--- config.mk ---
export PLATFORM = sky130hd
export DESIGN_NAME = pipeline_stall_ctrl
export DESIGN_NICKNAME = d
export VERILOG_FILES = /design/src/rtl/pipeline_ctrl_pkg.sv /design/src/rtl/load_use_detect.sv /design/src/rtl/pipeline_stall_ctrl.sv
export SDC_FILE = /design/constraint.sdc
export NUM_CORES = 1
export LEC_CHECK = 0
export BUFFER_PORTS_ARGS = -buffer_cell sky130_fd_sc_hd__buf_2
export CAP_MARGIN = 15
export CORE_ASPECT_RATIO = 0.7
export CORE_MARGIN = 3
export CORE_UTILIZATION = 40
export CTS_CLUSTER_SIZE = 12
export DETAILED_ROUTE_END_ITERATION = 6
export GPL_ROUTABILITY_DRIVEN = 0
export PLACE_DENSITY = 0.67
export SYNTH_ARGS = -nofsm -noshare
export SYNTH_HDL_FRONTEND = slang
export SYNTH_HIERARCHICAL = 1
export SYNTH_SLANG_ARGS = --single-unit
export TNS_END_PERCENT = 50
--- constraint.sdc ---
create_clock -name clk -period 4.65 [get_ports clk]
set_input_delay 0.93 -clock clk [delete_from_list [all_inputs] [get_ports clk]]
set_output_delay 0.93 -clock clk [all_outputs]
set_load 0.05 [all_outputs]
--- src/rtl/pipeline_ctrl_pkg.sv ---
// Shared types and constants for the pipeline stall/flush sequencer.
package pipeline_ctrl_pkg;

  // RUN: normal hazard evaluation; MEM_WAIT: data memory holding the MEM stage.
  typedef enum logic {
    RUN      = 1'b0,
    MEM_WAIT = 1'b1
  } ctrl_state_e;

  // Register $zero never carries a real dependency.
  localparam logic [4:0] REG_ZERO = 5'd0;

  // The wait-state counter is 4 bits wide, so latencies above 15 cannot be counted.
  localparam int WCNT_W      = 4;
  localparam int MEM_LAT_MAX = 15;

  function automatic bit mem_latency_ok(input int lat);
    return (lat >= 0) && (lat <= MEM_LAT_MAX);
  endfunction

endpackage

--- src/rtl/load_use_detect.sv ---
// Load-use hazard detector: the ID instruction needs a register that the
// load currently in EX has not yet produced.
module load_use_detect
  import pipeline_ctrl_pkg::*;
#(
  parameter int REG_W = 5
) (
  input  logic [REG_W-1:0] ID_rs,
  input  logic [REG_W-1:0] ID_rt,
  input  logic             ID_UsesRt,
  input  logic             EX_MemRead,
  input  logic [REG_W-1:0] EX_WriteRegister,
  output logic             hazard
);

  logic dest_live;
  logic rs_match;
  logic rt_match;

  // A load into $zero produces nothing, so it cannot cause a hazard.
  always_comb begin
    dest_live = (EX_WriteRegister != REG_W'(REG_ZERO));
    rs_match  = (EX_WriteRegister == ID_rs);
    rt_match  = ID_UsesRt && (EX_WriteRegister == ID_rt);
    hazard    = EX_MemRead && dest_live && (rs_match || rt_match);
  end

endmodule

--- src/rtl/pipeline_stall_ctrl.sv ---
// Central stall/flush sequencer for the 5-stage pipeline: memory wait states,
// load-use stalls, and branch/jump flushes, plus a saturating stall counter.
module pipeline_stall_ctrl
  import pipeline_ctrl_pkg::*;
#(
  parameter int MEM_LATENCY = 2,
  parameter int REG_W       = 5,
  parameter int CNT_W       = 16
) (
  input  logic             clk,
  input  logic             reset,
  input  logic [REG_W-1:0] ID_rs,
  input  logic [REG_W-1:0] ID_rt,
  input  logic             ID_UsesRt,
  input  logic             ID_Jump,
  input  logic             EX_MemRead,
  input  logic [REG_W-1:0] EX_WriteRegister,
  input  logic             EX_BranchTaken,
  input  logic             MEM_MemRead,
  input  logic             MEM_MemWrite,
  output logic             PC_Enable,
  output logic             Enable_IF_ID,
  output logic             Flush_IF_ID,
  output logic             Enable_ID_EX,
  output logic             Flush_ID_EX,
  output logic             Enable_EX_MEM,
  output logic             Enable_MEM_WB,
  output logic             MemBusy,
  output logic [CNT_W-1:0] Stall_Cycles
);

  if (!mem_latency_ok(MEM_LATENCY)) begin : g_bad_latency
    $error("pipeline_stall_ctrl: MEM_LATENCY must be within 0..15");
  end

  localparam bit                HAS_WAIT  = (MEM_LATENCY > 0);
  localparam logic [WCNT_W-1:0] WCNT_LOAD = WCNT_W'(MEM_LATENCY - 1);

  ctrl_state_e       state_q, state_d;
  logic [WCNT_W-1:0] wcnt_q, wcnt_d;
  logic              mem_acc;
  logic              freeze;
  logic              load_use;

  assign mem_acc = MEM_MemRead || MEM_MemWrite;

  load_use_detect #(
    .REG_W (REG_W)
  ) u_load_use (
    .ID_rs            (ID_rs),
    .ID_rt            (ID_rt),
    .ID_UsesRt        (ID_UsesRt),
    .EX_MemRead       (EX_MemRead),
    .EX_WriteRegister (EX_WriteRegister),
    .hazard           (load_use)
  );

  // Wait-state FSM next state; the release cycle always returns to RUN so the
  // access that was just served cannot retrigger a wait.
  always_comb begin
    // NOTE: every signal assigned here gets a default first, so no path leaves
    // a value unassigned and no latch is inferred.
    state_d = state_q;
    wcnt_d  = wcnt_q;
    freeze  = 1'b0;
    unique case (state_q)
      RUN: begin
        if (HAS_WAIT && mem_acc) begin
          freeze  = 1'b1;
          wcnt_d  = WCNT_LOAD;
          state_d = MEM_WAIT;
        end
      end
      MEM_WAIT: begin
        if (wcnt_q != '0) begin
          freeze = 1'b1;
          wcnt_d = wcnt_q - 4'd1;
        end else begin
          state_d = RUN;
        end
      end
      default: begin
        state_d = RUN;
        wcnt_d  = '0;
      end
    endcase
  end

  // Priority mux: reset, memory freeze, taken branch, load-use, jump.
  always_comb begin
    PC_Enable     = 1'b1;
    Enable_IF_ID  = 1'b1;
    Flush_IF_ID   = 1'b0;
    Enable_ID_EX  = 1'b1;
    Flush_ID_EX   = 1'b0;
    Enable_EX_MEM = 1'b1;
    Enable_MEM_WB = 1'b1;
    MemBusy       = 1'b0;
    if (reset) begin
      PC_Enable     = 1'b0;
      Enable_IF_ID  = 1'b0;
      Enable_ID_EX  = 1'b0;
      Enable_EX_MEM = 1'b0;
      Enable_MEM_WB = 1'b0;
    end else if (freeze) begin
      PC_Enable     = 1'b0;
      Enable_IF_ID  = 1'b0;
      Enable_ID_EX  = 1'b0;
      Enable_EX_MEM = 1'b0;
      Enable_MEM_WB = 1'b0;
      MemBusy       = 1'b1;
    end else if (EX_BranchTaken) begin
      Flush_IF_ID = 1'b1;
      Flush_ID_EX = 1'b1;
    end else if (load_use) begin
      // Hold PC and IF/ID, inject a bubble into ID/EX; a pending jump waits.
      PC_Enable    = 1'b0;
      Enable_IF_ID = 1'b0;
      Flush_ID_EX  = 1'b1;
    end else if (ID_Jump) begin
      Flush_IF_ID = 1'b1;
    end
  end

  // State, wait counter and saturating stall counter.
  always_ff @(posedge clk) begin
    // NOTE: sequential state uses non-blocking assignments so every register
    // samples pre-edge values regardless of statement order.
    if (reset) begin
      state_q      <= RUN;
      wcnt_q       <= '0;
      Stall_Cycles <= '0;
    end else begin
      state_q <= state_d;
      wcnt_q  <= wcnt_d;
      if (!PC_Enable && (Stall_Cycles != '1)) begin
        Stall_Cycles <= Stall_Cycles + 1'b1;
      end
    end
  end

endmodule

==> results.md, run 1 <==
- Worst setup margin: 1.28 ns
- Final Max Tran Viols: 0
- Clock Latency Late Sink: 0.27 ns
- Post-cts sizing count: 0
- Global-route wire length before repair: 5.13 mm
- Worst Path Required: 3.72 ns
- Starting DRT DRC Count: 82
- Maxcap violations: 0
- Total CTS buffers: 3
- Top_reg_cell synth: dfxtp_1
- Port Buf Inserts: 46
- CP max FO: 4
- Final TNS setup: 0 ns
- CTS clk-pin slew, worst paths: 0.08 ns
- CP startpoint kind: input pin
- Setup crit end kind: primary output
- Mux contribution to synthesized area: 0%
- Delay of the slowest critical-path stage: 0.52 ns
- Critical Path AT: 2.44 ns
- Fillers: 303
- Post-layout total power: 0.513 mW
- HP Class: reg2reg
- Die Y-Extent: 52.5 µm
- H-tree lvl count: 1
- Least-Margin Pin Slew: 0.593 ns
- DRC Markers: 0
- Max IR drop VDD: 0.219 mV
- Most common cell after layout, fill and taps aside: buf_2
- Tmin final: 3.37 ns
- Slew margin rel.: 60.1%
- Area of the core: 0.00288 mm²
- DR WL/cell: 13.7 µm
- Post-Synth Simple-Gate Area: 29.4%
- Post-Place Setup Slack: 1.28 ns
- Synthesized instance count: 145
- Root buf cell: clkbuf_8
- Die width: 72.5 µm
- Adder-cell share of the synthesized area: 2.02%
- TritonCTS clock tree: done
- P_leak: 0.606 nW
- Grt total ovfl: 0
- Final Hold Viols: 0
- Asr flop ratio synth: 0%
- Remaining antenna violation count: 0
- Outcome: finished, final reports clean
- Total Nets Final: 214
- Synth Area in XOR/XNOR: 11.3%
- Longest Clk Path Bufs: 2
- Pin count of the biggest net entering global routing: 24
- Netlist cell types: 39
- Worst Clk Skew: 0.00454 ns
- Fin crit share: 72.5%
- Post-CTS setup buffers: 0
- Count of final setup violators: 0
- Clk sinks: 21
- I/O pin total: 47
- GR Util All Layers: 17.5%
- Initial antenna violation count: 0
- Syn. warnings: 6
- Max Clk Rate: 297 MHz
- Die ar.: 0.00381 mm²
- Drt pass-1 iters: 4
- Most frequent cells in the layout: buf_2 (46), dfxtp_1 (21), a21oi_1 (12)
- Mapped Nets: 170
- Synth Area in Compound Gates: 17.4%
- Post-synth EDFFs: 0
- Via count: 1239
- CP cell instances: buf_2, or4_1, o21ai_1, a21oi_1, nor2b_1, nand2b_4, nor2_1, buf_2
- Num rows: 16
- RSZ-0062 raised after global routing: false
- Main combinational cell family by area after synthesis: simple AND/OR/NAND/NOR gates
- Routed WL: 3.07 mm
- Register area share after synthesis: 34.0%
- Pwr dens: 340 mW/mm²
- CP max-delay cell: or4_1
- Vias in the first global route: 1123
- Hold Buf Count CTS: 0
- Starting Density: 42.9%
- Post-DP HPWL: 2.29 mm
- Layout area overhead: 21.9%
- Vias per cell: 5.53
- Mapped cell area: 0.00124 mm²
- Most frequent CP cell: buf_2
- Syn Area/Cell: 8.53 µm²
- CP Class: in2out
- Layout cells sized above 1: 30.3%
- Flops & latches, synth: 21
- Ant. Diodes: 0
[logic make-up (layout without fill, tap and decap cells)]
family          Yosys count  count (layout)
xor+xnor                 16              16
simple gates             63              63
flops                    21              21
buf+inv                  12              55
fa+ha+maj                 2               2
compound gates           31              31
[synth_stat cells, drive strengths merged (2+ instances only)]
master  count  area [µm²]
nand3       7        35.0
and4        3        26.3
o21ai       6        30.0
nand2b      2        20.0
ha          2        25.0
dfxtp      21         420
nor4        6        50.0
xor2        7        61.3
a211oi      2        27.5
inv         5        23.8
nand4       4        25.0
xnor2       9        78.8
nand2      11        41.3
o31ai       4        30.0
buf         5        41.3
a21oi      12        60.1
or4         4        30.0
or3         4        25.0
clkbuf      2        7.51
nor2       10        37.5
nor3        8        40.0
[state kept, by name, summed over array words and instances (netlist names)]
signal and cells:
wcnt_q 4, state_q 1, Stall_Cycles 16
[final cells by class]
type | instances | area [µm²] | area share, %
multi-input cells | 112 | 744 | 49.3
clock buffers | 4 | 45.0 | 2.99
flip-flops and latches | 21 | 420 | 27.9
inverters | 5 | 23.8 | 1.58
well taps | 36 | 45.0 | 2.99
repair buffers | 46 | 230 | 15.3
[final timing paths]
check | startpoint | end | slack [ns] | cells after the start
max | EX_WriteRegister[1] | Flush_IF_ID | 1.28 | 8
min | wcnt_q[1] | wcnt_q[1] | 0.49 | 2
max reg2reg | wcnt_q[0] | Stall_Cycles[2] | 2.49 | 8
min reg2reg | wcnt_q[1] | wcnt_q[1] | 0.49 | 2
[per-layer routing]
layer	global-route usage [%]	share of wire, %	vias up
li1	-	-	619
met4	7.36	1.7	0
met5	0	0	-
met1	22.4	46	581
met3	4.41	5.8	5
met2	28.1	47	34
[metrics by stage]
stage                     util, %  cell area (µm²)  instances  hold WS [ns]
final                        52.3             1510        224         0.495
after global routing         52.3             1510        224         0.516
after CTS                    52.3             1510        224         0.492
after detailed placement     50.8             1460        220         0.480
after global placement       50.8             1460        220         0.464
after floorplan                 -             1240        145         0.447
[power by group]
group          total (mW)  internal (mW)  switching [mW]
clock network       0.122         0.0612          0.0607
logic               0.179         0.0594           0.120
registers           0.213          0.194          0.0184
total               0.513          0.315           0.199
[critical path, delay by kind of cell]
kind            cells  cell delay, ns
compound gates      2            0.19
buf+inv             2            0.38
simple gates        4            0.94
Note: power is estimated with default switching activity, not from simulation.
==> run 2, diff against run 1 <==
--- a/config.mk
+++ b/config.mk
@@ -13,7 +13,7 @@
 export CTS_CLUSTER_SIZE = 12
 export DETAILED_ROUTE_END_ITERATION = 6
 export GPL_ROUTABILITY_DRIVEN = 0
-export PLACE_DENSITY = 0.67
+export PLACE_DENSITY = 0.7
 export SYNTH_ARGS = -nofsm -noshare
 export SYNTH_HDL_FRONTEND = slang
 export SYNTH_HIERARCHICAL = 1
==> constraint.sdc (replaced) <==
create_clock -name clk -period 2.7 [get_ports clk]
set_input_delay 0.54 -clock clk [delete_from_list [all_inputs] [get_ports clk]]
set_output_delay 0.54 -clock clk [all_outputs]
set_load 0.05 [all_outputs]
==> run 2 against run 1 <==
Effect of this change:
- clock-buffer cell count did not move
- clock power rose by 70%
- highest routed layer unchanged
- combinational power rose by 78%
- first-iteration DRC count rose by 23%
- global-route usage fell by 0.71 points
- largest cell class unchanged
- critical path type is now reg2out
- largest power group unchanged
==> results.md, run 2 (synthesis gave the netlist of run 1 again) <==
- Post-layout total power: 0.893 mW (was 0.513 mW)
- Grt total ovfl: 0 (unchanged)
- Die Y-Extent: 52.5 µm (unchanged)
- Worst Clk Skew: 0.00465 ns (was 0.00454 ns)
- TritonCTS clock tree: done (unchanged)
- Vias per cell: 5.56 (was 5.53)
- Clock Latency Late Sink: 0.26 ns (was 0.27 ns)
- Critical Path AT: 2.06 ns (was 2.44 ns)
- Vias in the first global route: 1193 (was 1123)
- Outcome: finished, final reports clean (unchanged)
- Port Buf Inserts: 46 (unchanged)
- Num rows: 16 (unchanged)
- Dpl cell area: 0.00148 mm² (was 0.00146 mm²)
- Layout cells sized above 1: 31.2% (was 30.3%)
- Final Max Tran Viols: 0 (unchanged)
- Pwr dens: 583 mW/mm² (was 340 mW/mm²)
- Slew margin rel.: 59.7% (was 60.1%)
- P_leak: 0.611 nW (was 0.606 nW)
- Max Clk Rate: 384 MHz
- Most common cell after layout, fill and taps aside: buf_2 (unchanged)
- Most frequent cells in the layout: buf_2 (43), dfxtp_1 (21), a21oi_1 (12) (was buf_2 (46), dfxtp_1 (21), a21oi_1 (12))
- CP Buf/Inv Count: 2 (unchanged)
- Critical path origin: wcnt_q[0] (was EX_WriteRegister[1])
- Worst Path Required: 2.16 ns (was 3.72 ns)
- Internal power: 0.550 mW (was 0.315 mW)
- Sequential share of power: 41.0% (was 41.4%)
- Die ar.: 0.00381 mm² (unchanged)
- Count of final setup violators: 0 (unchanged)
- GR Util All Layers: 16.8% (was 17.5%)
- Remaining antenna violation count: 0 (unchanged)
- Area occupied by multi-input gates: 752 µm² (was 744 µm²)
- Drt pass-1 iters: 6 (was 4)
- Largest regs: Stall_Cycles: 16 flops, wcnt_q: 4 flops, state_q: 1 flops (unchanged)
- Clock Power Share: 23.4% (was 23.7%)
- Global-route wire length before repair: 5.04 mm (was 5.13 mm)
- DRC Markers: 0 (unchanged)
- Starting Density: 42.9% (unchanged)
- Initial antenna violation count: 0 (unchanged)
- Max IR drop VDD: 0.304 mV (was 0.219 mV)
- CP delay by family, top: simple AND/OR/NAND/NOR gates (unchanged)
- Pin count of the biggest net entering global routing: 24 (unchanged)
- CP cell instances: inv_1, ha_1, or3b_4, a211oi_4, nand2b_4, nor2_4, clkbuf_4 (was buf_2, or4_1, o21ai_1, a21oi_1, nor2b_1, nand2b_4, nor2_1, buf_2)
- Hold wc startpoint: wcnt_q[1] (unchanged)
- I/O pin total: 47 (unchanged)
- Total Nets Final: 215 (was 214)
- Layout area overhead: 23.8% (was 21.9%)
- Final Cell Area: 0.00153 mm² (was 0.00151 mm²)
- Routed WL: 3.03 mm (was 3.07 mm)
- Longest Clk Path Bufs: 2 (unchanged)
- Largest Register: Stall_Cycles (unchanged)
- CTS clk-pin slew, worst paths: 0.08 ns (about the same)
- CP max-delay cell: or3b_4 (was or4_1)
- Via count: 1252 (was 1239)
- Net switching power: 0.343 mW (was 0.199 mW)
- CP Class: reg2out (was in2out)
- DR WL/cell: 13.5 µm (was 13.7 µm)
- Starting DRT DRC Count: 101 (was 82)
- Delay of the slowest critical-path stage: 0.42 ns (was 0.52 ns)
- Root buf cell: clkbuf_8 (unchanged)
- Post-DP HPWL: 2.39 mm (was 2.29 mm)
- Reg-to-reg critical path startpoint: wcnt_q[0] (unchanged)
- Register area: 420 µm² (unchanged)
- Die width: 72.5 µm (unchanged)
- Setup crit end kind: primary output (unchanged)
- Post-CTS setup buffers: 0 (unchanged)
- Area of the core: 0.00288 mm² (unchanged)
- HP Class: reg2reg (unchanged)
- Final Hold Viols: 0 (unchanged)
- Total CTS buffers: 3 (unchanged)
- Maxcap violations: 0 (unchanged)
- Fillers: 287 (was 303)
- Clk sinks: 21 (unchanged)
- Max FFs per register: 16 (unchanged)
- CP startpoint kind: flip-flop (was input pin)
- Ant. Diodes: 0 (unchanged)
- Tmin final: 2.60 ns
- Net Sw Frac: 38.4% (was 38.7%)
- Least-Margin Pin Slew: 0.599 ns (was 0.593 ns)
- Fin crit share: 96.4%
- RSZ-0062 raised after global routing: false (unchanged)
- H-tree lvl count: 1 (unchanged)
- Comb power frac: 35.6% (was 34.9%)
- CP max FO: 4 (unchanged)
[run 2: cell count changes in the layout (fill, tap and decap cells not counted), sizes merged]
cell	previous run	this run
buf	46	44
clkbuf	4	7
[run 2: power groups by stage]
stage / registers [mW] / logic [mW] / clock network (mW)
5_1_grt: 0.370 / 0.340 / 0.218
3_5_place_dp: 0.371 / 0.314 / 0
4_1_cts: 0.365 / 0.315 / 0.212
3_3_place_gp: 0.371 / 0.305 / 0
2_1_floorplan: 0.396 / 0.226 / 0
6_report: 0.366 / 0.318 / 0.208
[run 2: path summary, 6_finish.rpt]
path / end / slack (ns) / cells after the start
setup / recovery: Flush_IF_ID / 0.1 / 7
hold / removal: wcnt_q[1] / 0.48 / 2
setup reg to reg: Stall_Cycles[15] / 0.58 / 9
hold reg to reg: wcnt_q[1] / 0.48 / 2
[run 2: final cells by class]
type	instances	area share, %
clock buffer	4	2.94
inverter	5	1.55
multi-input combinational	112	49.1
sequential	21	27.5
tap	36	2.94
timing repair buffer	47	16.0
[run 2: repair_timing]
action                                  CTS  global route
gates resized for setup                   0             3
hold buffers                              0             0
endpoints found under the setup margin    0             3
[run 2: metal layers]
metal  vias to the layer above  share of wire [%]  track usage [%]
met5                         -                  0                0
met4                         0                1.1             4.29
met3                         4                6.5             4.79
met2                        41                 47             29.5
met1                       587                 46             20.3
li1                        620                  -                -
[run 2: stage by stage]
stage / cells / hold WS (ns) / worst slack [ns] / TNS (ns) / util (%)
6_report: 225 / 0.480 / 0.0961 / 0 / 53.1
5_1_grt: 225 / 0.520 / 0.0178 / 0 / 53.1
3_5_place_dp: 221 / 0.465 / 0.00556 / 0 / 51.3
2_1_floorplan: 145 / 0.447 / -0.0292 / -0.0292 / -
4_1_cts: 225 / 0.475 / 0.0556 / 0 / 52.9
3_3_place_gp: 221 / 0.463 / 0.0805 / 0 / 51.3
[run 2: tightest hold or removal path: stages (launching register included)]
cell and delay (ns):
dfxtp_1 0.33, nand2_1 0.06, o31ai_1 0.05
==> run 3, diff against run 2 <==
--- a/config.mk
+++ b/config.mk
@@ -5,6 +5,7 @@
 export SDC_FILE = /design/constraint.sdc
 export NUM_CORES = 1
 export LEC_CHECK = 0
+export ABC_AREA = 1
 export BUFFER_PORTS_ARGS = -buffer_cell sky130_fd_sc_hd__buf_2
 export CAP_MARGIN = 15
 export CORE_ASPECT_RATIO = 0.7
@@ -13,7 +14,7 @@
 export CTS_CLUSTER_SIZE = 12
 export DETAILED_ROUTE_END_ITERATION = 6
 export GPL_ROUTABILITY_DRIVEN = 0
-export PLACE_DENSITY = 0.7
+export PLACE_DENSITY = 0.67
 export SYNTH_ARGS = -nofsm -noshare
 export SYNTH_HDL_FRONTEND = slang
 export SYNTH_HIERARCHICAL = 1
==> run 3 against run 2 <==
Effect of this change:
- clock-buffer cell count unchanged
- core utilization down 3.2 points
- final cell count up 52%
- die area up 21%
- critical path depth up 4
- total power down 13%
- critical path type is now in2out
- critical endpoint is now Enable_IF_ID
- highest routed layer unchanged
==> results.md, run 3 <==
- Outcome: finished, final reports clean (unchanged)
- Grt total ovfl: 0 (unchanged)
- Tmin final: 2.34 ns (was 2.60 ns)
- Final core utilization: 49.9% (was 53.1%)
- CP max FO: 9 (was 4)
- WHS: 0.506 ns (was 0.480 ns)
- CP startpoint kind: input pin (was flip-flop)
- Synthesized instance count: 247 (was 145)
- Ant. Diodes: 0 (unchanged)
- Layout area overhead: 17.2% (was 23.8%)
- Clk sinks: 21 (unchanged)
- Die width: 79.8 µm (was 72.5 µm)
- Post-Synth Simple-Gate Area: 43.4% (was 29.4%)
- Final Hold Viols: 0 (unchanged)
- Adder-cell share of the synthesized area: 1.64% (was 2.02%)
- Remaining antenna violation count: 0 (unchanged)
- Vias per cell: 4.61 (was 5.56)
- Mapped Nets: 272 (was 170)
- Most common cell after layout, fill and taps aside: nand2_1 (was buf_2)
- Synth top area cells: dfxtp_1 (28%), nand2_1 (18%), nor2_1 (10%) (was dfxtp_1 (34%), xnor2_1 (6.4%), xor2_1 (5.0%))
- Vias in the first global route: 1404 (was 1193)
- Synth Area in XOR/XNOR: 4.02% (was 11.3%)
- Via count: 1573 (was 1252)
- Main combinational cell family by area after synthesis: simple AND/OR/NAND/NOR gates (unchanged)
- TritonCTS clock tree: done (unchanged)
- Critical Path AT: 1.80 ns (was 2.06 ns)
- Fillers: 370 (was 287)
- Count leader, synth: nand2_1 (was dfxtp_1)
- Maxcap violations: 0 (unchanged)
- Post-CTS setup buffers: 0 (unchanged)
- Final Max Tran Viols: 0 (unchanged)
- Net Sw Frac: 36.3% (was 38.4%)
- Starting DRT DRC Count: 86 (was 101)
- Longest Clk Path Bufs: 2 (unchanged)
- Largest area contributor in the netlist: dfxtp_1 (unchanged)
- Clock Latency Late Sink: 0.26 ns (about the same)
- Initial antenna violation count: 0 (unchanged)
- Die ar.: 0.00460 mm² (was 0.00381 mm²)
- HP Class: reg2reg (unchanged)
- Root buf cell: clkbuf_8 (unchanged)
- Syn. warnings: 6 (unchanged)
- Post-cts sizing count: 0 (unchanged)
- Die Y-Extent: 57.6 µm (was 52.5 µm)
- Slew margin rel.: 81.1% (was 59.7%)
- Post-DP HPWL: 2.79 mm (was 2.39 mm)
- RSZ-0062 raised after global routing: false (unchanged)
- Least-Margin Pin Slew: 0.282 ns (was 0.599 ns)
- Netlist cell types: 24 (was 39)
- Max FFs per register: 16 (unchanged)
- Max Clk Rate: 427 MHz (was 384 MHz)
- Internal power: 0.497 mW (was 0.550 mW)
- Count of final setup violators: 0 (unchanged)
- Worst Clk Skew: 0.00265 ns (was 0.00465 ns)
- DR WL/cell: 10.6 µm (was 13.5 µm)
- Setup crit end kind: primary output (unchanged)
- CTS clk-pin slew, worst paths: 0.08 ns (about the same)
- Final Cell Area: 0.00179 mm² (was 0.00153 mm²)
- Total CTS buffers: 3 (unchanged)
- Global-route wire length before repair: 6.31 mm (was 5.04 mm)
- Hold Buf Count CTS: 0 (unchanged)
- Sequential share of power: 43.2% (was 41.0%)
- Pin count of the biggest net entering global routing: 17 (was 24)
- Max IR drop VDD: 0.265 mV (was 0.304 mV)
- Pwr dens: 437 mW/mm² (was 583 mW/mm²)
- Final TNS setup: 0 ns (unchanged)
- Register area share after synthesis: 27.6% (was 34.0%)
- Top_reg_cell synth: dfxtp_1 (unchanged)
- Mux contribution to synthesized area: 0% (unchanged)
- Fin crit share: 86.7% (was 96.4%)
- Clock Power Share: 27.2% (was 23.4%)
- Layout cells sized above 1: 23.7% (was 31.2%)
- Synth cell count leaders: nand2_1 (72), nor2_1 (42), inv_1 (35) (was dfxtp_1 (21), a21oi_1 (12), nand2_1 (11))
- Largest regs: Stall_Cycles: 16 flops, wcnt_q: 4 flops, state_q: 1 flops (unchanged)
- Largest Register: Stall_Cycles (unchanged)
- Comb power frac: 29.6% (was 35.6%)
- P_leak: 0.926 nW (was 0.611 nW)
- Most frequent cells in the layout: nand2_1 (72), buf_2 (46), nor2_1 (42) (was buf_2 (43), dfxtp_1 (21), a21oi_1 (12))
- Flops & latches, synth: 21 (unchanged)
- Num rows: 18 (was 16)
- Post-synth EDFFs: 0 (unchanged)
- GR Util All Layers: 17.3% (was 16.8%)
- Area share of the largest cell type after synthesis: 27.6% (was 34.0%)
- Syn Area/Cell: 6.17 µm² (was 8.53 µm²)
- CP Class: in2out (was reg2out)
- Total Nets Final: 317 (was 215)
- Area of the core: 0.00358 mm² (was 0.00288 mm²)
- Worst Path Required: 2.16 ns (about the same)
- Mapped cell area: 0.00152 mm² (was 0.00124 mm²)
- Dpl cell area: 0.00174 mm² (was 0.00148 mm²)
- Net switching power: 0.283 mW (was 0.343 mW)
- H-tree lvl count: 1 (unchanged)
- Starting Density: 42.6% (was 42.9%)
- Drt pass-1 iters: 4 (was 6)
- Routed WL: 3.61 mm (was 3.03 mm)
- Asr flop ratio synth: 0% (unchanged)
- DRC Markers: 0 (unchanged)
- I/O pin total: 47 (unchanged)
- Port Buf Inserts: 46 (unchanged)
- Synth Area in Compound Gates: 8.05% (was 17.4%)
## run 3: cell types whose count changed in the layout (fill, tap and decap cells not counted), sizes merged, moves of 5 or more
| cell | change |
|---|---|
| nand3 | +14 |
| nor3 | -8 |
| xnor2 | -5 |
| nand2 | +67 |
| inv | +33 |
| nor4 | -6 |
| nor2 | +34 |
## run 3: worst paths after layout
check                     to  depth (start not counted)           startpoint  slack [ns]
max             Enable_IF_ID                         11  EX_WriteRegister[3]        0.36
min                wcnt_q[0]                          3            wcnt_q[0]        0.51
max reg2reg  Stall_Cycles[5]                         10      Stall_Cycles[0]        0.98
min reg2reg        wcnt_q[0]                          3            wcnt_q[0]        0.51
## run 3: cell type report
type | instances | area [µm²] | share of cell area, %
Inverter | 38 | 143 | 7.98
Multi-Input combinational cell | 180 | 871 | 48.7
Tap cell | 50 | 62.6 | 3.50
Timing Repair Buffer | 48 | 245 | 13.7
Sequential cell | 21 | 420 | 23.5
Clock buffer | 4 | 45.0 | 2.52
## run 3: per-layer routing
| layer | part of all wire, % | up-vias | wire (µm) | GRT usage, % |
|---|---|---|---|---|
| met5 | 0 | - | 0 | 0 |
| li1 | - | 849 | - | - |
| met1 | 52 | 684 | 1860 | 26.6 |
| met3 | 6.6 | 4 | 238 | 4.35 |
| met2 | 41 | 36 | 1480 | 24.4 |
| met4 | 0.83 | 0 | 30 | 3.61 |
## run 3: per-stage QoR
step	total power, mW	setup WS [ns]	std cells
after floorplan	0.531	0.237	247
after global placement	0.575	0.313	337
after detailed placement	0.574	0.361	337
after CTS	0.789	0.360	341
after global routing	0.831	0.220	341
final	0.781	0.358	341
## run 3: cell families (layout without fill, tap and decap cells)
family / Yosys count / count (layout)
AND/OR/NAND/NOR: 151 / 151
AO/OA/AOI/OAI: 20 / 20
buffers and inverters: 46 / 90
XOR/XNOR: 7 / 7
flip-flops: 21 / 21
adder cells (fa/ha/maj): 2 / 2
## run 3: critical path, cell delays in order
cell,delay (ns)
buf_2,0.11
inv_1,0.07
nand2_1,0.06
nand2_1,0.05
nor2_1,0.12
nand3_1,0.08
a21oi_1,0.20
nand2_1,0.13
nand3_4,0.17
inv_1,0.07
buf_2,0.21
## run 3: power groups by stage
| stage | Combinational, mW | Sequential [mW] | Clock, mW |
|---|---|---|---|
| after detailed placement | 0.230 | 0.344 | 0 |
| after floorplan | 0.166 | 0.365 | 0 |
| final | 0.231 | 0.337 | 0.213 |
| after global placement | 0.230 | 0.344 | 0 |
| after global routing | 0.257 | 0.340 | 0.234 |
| after CTS | 0.231 | 0.337 | 0.221 |
